[src/rtl/upower_trace_buffer.sv]
// rtl/upower_trace_buffer.sv - retire-trace FIFO capturing core writebacks for host readout
module upower_trace_buffer #(
    parameter int DEPTH      = 16,
    parameter int PC_WIDTH   = 64,
    parameter int DATA_WIDTH = 64
) (
    input  logic                     clock,
    input  logic                     reset,
    input  logic                     arm,
    input  logic                     clear,
    input  logic                     wb_valid,
    input  logic [PC_WIDTH-1:0]      wb_pc,
    input  logic [4:0]               wb_rt,
    input  logic [DATA_WIDTH-1:0]    wb_data,
    output logic                     rd_valid,
    input  logic                     rd_ready,
    output logic [PC_WIDTH-1:0]      rd_pc,
    output logic [4:0]               rd_rt,
    output logic [DATA_WIDTH-1:0]    rd_data,
    output logic [$clog2(DEPTH):0]   count,
    output logic                     overflow,
    output logic [15:0]              drop_count
);

    localparam int AW = $clog2(DEPTH);
    localparam logic [AW:0]   L_FULL_CNT = (AW+1)'(DEPTH);
    localparam logic [AW:0]   L_ONE_CNT  = (AW+1)'(1);
    localparam logic [AW-1:0] L_ONE_PTR  = AW'(1);

    logic [PC_WIDTH-1:0]   r_mem_pc   [DEPTH];
    logic [4:0]            r_mem_rt   [DEPTH];
    logic [DATA_WIDTH-1:0] r_mem_data [DEPTH];

    logic [AW-1:0] r_wr_ptr;
    logic [AW-1:0] r_rd_ptr;
    logic [AW:0]   r_count;
    logic          r_overflow;
    logic [15:0]   r_drop_count;

    logic w_full;
    logic w_empty;
    logic w_push;
    logic w_drop;
    logic w_pop;
    logic w_flush;

    // Fullness comes from the registered count only: a same-cycle pop never frees a slot.
    assign w_full  = (r_count == L_FULL_CNT);
    assign w_empty = (r_count == '0);
    assign w_push  = arm && wb_valid && !w_full;
    assign w_drop  = arm && wb_valid && w_full;
    assign w_pop   = !w_empty && rd_ready;
    assign w_flush = reset || clear;

    always_ff @(posedge clock) begin
        if (w_flush) begin
            r_wr_ptr     <= '0;
            r_rd_ptr     <= '0;
            r_count      <= '0;
            r_overflow   <= 1'b0;
            r_drop_count <= '0;
        end else begin
            if (w_push) begin
                r_wr_ptr <= r_wr_ptr + L_ONE_PTR;
            end
            if (w_pop) begin
                r_rd_ptr <= r_rd_ptr + L_ONE_PTR;
            end
            if (w_push && !w_pop) begin
                r_count <= r_count + L_ONE_CNT;
            end else if (w_pop && !w_push) begin
                r_count <= r_count - L_ONE_CNT;
            end
            if (w_drop) begin
                r_overflow <= 1'b1;
                if (r_drop_count != 16'hFFFF) begin
                    r_drop_count <= r_drop_count + 16'd1;
                end
            end
        end
    end

    // Storage has no reset; stale entries are unreachable once pointers and count are cleared.
    always_ff @(posedge clock) begin
        if (w_push && !w_flush) begin
            r_mem_pc[r_wr_ptr]   <= wb_pc;
            r_mem_rt[r_wr_ptr]   <= wb_rt;
            r_mem_data[r_wr_ptr] <= wb_data;
        end
    end

    assign rd_valid   = !w_empty;
    assign rd_pc      = w_empty ? '0 : r_mem_pc[r_rd_ptr];
    assign rd_rt      = w_empty ? '0 : r_mem_rt[r_rd_ptr];
    assign rd_data    = w_empty ? '0 : r_mem_data[r_rd_ptr];
    assign count      = r_count;
    assign overflow   = r_overflow;
    assign drop_count = r_drop_count;

endmodule

[config.mk]
export PLATFORM = sky130hd
export DESIGN_NAME = upower_trace_buffer
export DESIGN_NICKNAME = d
export VERILOG_FILES = /design/src/rtl/upower_trace_buffer.sv
export SDC_FILE = /design/constraint.sdc
export NUM_CORES = 2
export LEC_CHECK = 0
export ABC_AREA = 1
export CAP_MARGIN = 20
export CORE_MARGIN = 2
export CORE_UTILIZATION = 35
export CTS_CLUSTER_DIAMETER = 40
export DETAILED_ROUTE_END_ITERATION = 10
export PLACE_DENSITY = 0.62
export SYNTH_ARGS = -nofsm -noshare
export SYNTH_HDL_FRONTEND = slang
export SYNTH_SLANG_ARGS = --single-unit
[constraint.sdc]
create_clock -name clock -period 7.9 [get_ports clock]
set_input_delay 1.58 -clock clock [delete_from_list [all_inputs] [get_ports clock]]
set_output_delay 1.58 -clock clock [all_outputs]
set_load 0.005 [all_outputs]
== Word level (Yosys, flattened, before mapping) ==
Memories as Yosys holds them, arrays and structs flattened. A register that Yosys moved wholly into a read port is not among the register bits.
Cells that the tools add are included.
Widths: inputs -> output; s select.

* Add/sub/neg operators: 5
* Equality and inequality tests: 2
* Multiplexer cells: 13
* Reductions and logical operators: 16

{| class="wikitable"
|+ Operators by type and width
! operator !! count
|-
| $mux 64 || 2
|-
| $mux 4 || 6
|-
| $add 16x1->16 const B || 1
|-
| $ne 16x16->1 const B || 1
|-
| $mux 5 || 3
|-
| $add 4x1->4 const B || 2
|-
| $logic_and 1x1->1 || 7
|-
| $add 5x1->5 const B || 1
|-
| $eq 5x5->1 const B || 1
|-
| $logic_not 1->1 || 5
|-
| $logic_not 5->1 || 1
|-
| $sub 5x1->5 const B || 1
|-
| $mux 1 || 2
|-
| $reduce_and 2->1 || 1
|-
| $reduce_bool 2->1 || 1
|-
| $logic_or 1x1->1 || 1
|}

* Flip-flop bits (word level): 30
* Memory bits (writable): 2128
* Output and inout port bits: 156
* Word-level logic and storage cells: 44
* Memories kept: 3

{| class="wikitable"
|+ Memory list
! name !! words !! width !! rd ports !! clocked after Yosys merged registers in !! wr ports !! line !! RTL
|-
| r_mem_data || 16 || 64 || 1 || 1 || 1 || 32 || <nowiki>logic [DATA_WIDTH-1:0] r_mem_data [DEPTH];</nowiki>
|-
| r_mem_pc || 16 || 64 || 1 || 1 || 1 || 30 || <nowiki>logic [PC_WIDTH-1:0] r_mem_pc [DEPTH];</nowiki>
|-
| r_mem_rt || 16 || 5 || 1 || 1 || 1 || 31 || <nowiki>logic [4:0] r_mem_rt [DEPTH];</nowiki>
|}

== Logic depth before layout (Yosys ltp) ==
* Depth after elaboration: 7
* Mapped depth: 13
* Gate-level depth less buffers: 13

== Worst setup path after synthesis ==
No wires, ideal clock.

* Kind: input-to-reg
* From: input clear
* To: memory r_mem_data[11][0] (enable)
* Library setup time: 627 ps
* Data arrival time: 7713 ps
* Data required time: 7273 ps
* Path slack: -440 ps
* Cell stages on the path: 4
* Path buffers: 1
* Path through: nor2_1 -> clkbuf_1 -> nand3_1 -> nor2_1

* Cells in the longest elaborated chain, start to end: 5

{| class="wikitable"
|+ RTL lines
! item !! line !! RTL
|-
| start, declared || 10 || <nowiki>input logic clear,</nowiki>
|-
| $logic_or 1x1->1 || 53 || <nowiki>assign w_flush = reset || clear;</nowiki>
|-
| $logic_not 1->1 || 85 || <nowiki>if (w_push && !w_flush) begin</nowiki>
|-
| $logic_and 1x1->1 || 85 ||
|-
| $mux 1 || 85 ||
|-
| $mux 1 (implied by the code) || 88 || <nowiki>r_mem_data[r_wr_ptr] <= wb_data;</nowiki>
|-
| end, declared || 32 ||
|}

Every way passes these cells.

==> run metrics <==
CTS H-Tree Depth=5; Post-route DRC=0; CP max FO=roughly 180; WP data required=~6300 ps; Rel. slew slack=0.137; critical path arrival=just under 5000 ps; hold buffer count at CTS=0; Clock power frac=0.506; register area share after synthesis=0.712; Hold Vio Cnt, Final=0; drt first pass iters=7; max cap viols=0; switch share=0.229; clock root buffer=clkbuf_16; type of the tightest min-delay check=flop to flop; die width=513 um; routed via count=61000; highest clock rate=between 0.15 and 0.2 GHz; internal power=23.2 mW; ys async rst share=0; RR Startpoint=count[1]$_SDFFE_PP0P_; share of power burned in registers=0.421; syn_nets=8601; fraction of layout cells with a size suffix above 1=0.0727; worst slack, placed=about 2400 ps; count leader, synth=nand2_1; status=finished, final reports clean; clock buffer depth=4; Logic pwr share=0.073; Syn Area/Cell=between 10 and 15 um2; vias in the first global route=between 50000 and 60000; post-synthesis xor/xnor area fraction=0.000965; quantity of gates resized following cts=0; post-CTS setup buffers=0; switching pwr=just under 7 mW; worst path bufs/invs=3; CP Capture Type=output pin; Synth Register Bits=~2200; DP Area=slightly below 0.1 mm2; Final Setup Violations=0; Final Instance Area=between 0.1 and 0.15 mm2; Syn Std Cell Area=a little over 0.09 mm2; Main synth FF type=edfxtp_1; area grow syn2layout=19.9%; top-area cell type share of the netlist area=0.704; Worst R2R Path Depth=7; cell taking the most area after synthesis=edfxtp_1; global route overflow=0; RR Endpoint=r_mem_pc[3][2]$_DFFE_PP_; cell mode on critical path=nand2_1; die area=0.263 mm2; clock skew=92.6 ps; clock tree sinks=2162; Least-Margin Pin Slew=1300 ps; commonest cells in the netlist=nand2_1 (2728), edfxtp_1 (2128), nand3_1 (1353), inv_1 (1091), nor2_1 (327); Synth area leaders=edfxtp_1 (70%), nand2_1 (11%), nand3_1 (7.5%), inv_1 (4.5%), nor2_1 (1.4%); RSZ-0062 raised after global routing=no; final WL=248000 um; Num CTS Buffers=349; Cells after Synth=roughly 8500; pwr dens=about 280 mW/mm2; final period utilization=0.823; Detail Placement HPWL=118000 um; slowest cell on the critical path=inv_8; DIE HEIGHT=513 um; crit-path cells=inv_8 > buf_12 > nand2_1 > nand2_1 > nand2_1 > nand3_1 > nand3_1 > a21oi_1 > clkdlybuf4s50_1; Pins Over Slew Limit=0; Vias/cell=approximately 5; complex-gate fraction of the synthesized area=0.0166; Initial DRC Count=just under 6000; simple-gate share of the synthesized area=0.201; Leakage Power=42.6 nW; Adder-Cell Fraction of Synth Area=0.00160; first-pass GRT wire length=between 300000 and 400000 um; Startpoint Class=flop; Peak VDD IR=245 uV; antenna-violating nets left=0; CP top delay family=buffers and inverters; largest net degree at the start of global routing=between 150 and 200; GPL Wtd Cong=between 0.7 and 0.8; Netlist cell types=24; Wirelength per Cell=20.0 um; Synthesis Warnings=0; Post-Route Utilization=0.423; hold path startpoint=r_rd_ptr[3]$_SDFFE_PP0P_; CORE AREA=approximately 0.26 mm2; I/O pin total=just under 300; Post-synth EDFFs=2128; slowest cell delay on critical path=roughly 760 ps; Rows=~190; critical path class=flop to output pin; main combinational cell family by area after synthesis=simple AND/OR/NAND/NOR gates; Initial Util=0.352; Nets=about 8900; number of antenna violations at the first check in global routing=42; Total Power=30.1 mW; Hold Path Stages=2; mux contribution to synthesized area=0; Worst-Skew Late Latency=970 ps; IO Port Bufs=between 200 and 300; setup TNS=0 ps; r2r setup slk=4370 ps; clock period minus worst slack=~6500 ps; CTS tree=done; Final WS setup=around 1400 ps; CTS clk-pin slew, worst paths=about 60 ps; Total Routing Usage GR=0.185
-- through the flow --
step | hold slack, ps | cells
after floorplan | 447 | 8451
after global placement | 472 | 11800
after detailed placement | 488 | 11800
after CTS | 489 | 12400
after global routing | 530 | 12400
final | 472 | 12400
-- how the worst max path moves through the flow --
stage	startpoint	end	slack (ps)	depth (start not counted)
2_1_floorplan	clear	r_mem_data[11][0]$_DFFE_PP_	-440	4
3_3_place_gp	flop	rd_data[14]	2420	9
3_5_place_dp	flop	rd_data[14]	2430	9
4_1_cts	flop	rd_data[14]	1340	9
5_1_grt	flop	rd_data[0]	1200	9
6_report	flop	rd_data[25]	1400	9
-- worst register-to-register path: stages (launching register included) --
cell     delay [ps]
dfxtp_1         460
nor2_1          110
nand3_1         100
nand2_1         210
inv_1           340
nand2_1         350
nor2_4          940
buf_12          490
-- flip-flops by register name, indices dropped and copies added, names as in the netlist, named ones only --
name and cells:
r_mem_pc 1024, r_rd_ptr 4, r_mem_data 1024, drop_count 16, count 5, overflow 1
r_mem_rt 80, r_wr_ptr 4
-- cells by family after synthesis --
logic type,count (synthesis)
compound gates,301
flops,2162
fa+ha+maj,11
simple gates,4413
buf+inv,1554
xor+xnor,10
-- cell usage in the layout, fill, tap and decap left out, types with 39 or more instances in the layout --
master | netlist | layout
bufinv_16 | 0 | 49
clkbuf_1 | 219 | 39
inv_1 | 1091 | 1090
clkbuf_16 | 0 | 353
o21ai_0 | 143 | 143
clkinv_2 | 0 | 44
nor2_1 | 327 | 311
nand3_1 | 1353 | 1353
clkdlybuf4s50_1 | 0 | 294
nand2_1 | 2728 | 2728
buf_4 | 1 | 55
a21oi_1 | 157 | 157
edfxtp_1 | 2128 | 2128
-- cell type report --
| type | count | area, um2 |
|---|---|---|
| Tap cell | 3384 | 4230 |
| Antenna cell | 8 | 20.0 |
| Timing Repair Buffer | 381 | 4000 |
| Fill cell | 23500 | 149000 |
| Clock buffer | 392 | 8980 |
| Sequential cell | 2162 | 64600 |
| Inverter | 1095 | 4150 |
| Clock inverter | 226 | 2700 |
| Multi-Input combinational cell | 4735 | 20100 |
-- power by group through the flow --
stage,combinational (mW),sequential (mW),clock [mW]
2_1_floorplan,1.09,12.9,0
3_3_place_gp,2.18,12.9,0
3_5_place_dp,2.20,12.9,0
4_1_cts,2.22,12.7,15.4
5_1_grt,2.41,12.7,15.9
6_report,2.19,12.7,15.2
-- routing by layer --
layer  wire (um)  GRT usage  share of wire
met4        6660     0.0605          0.027
met5         210          0        0.00085
met1      105000      0.240           0.42
met3       18000     0.0388          0.072
met2      118000      0.308           0.48
No activity file was read; power rests on OpenSTA's default activity.
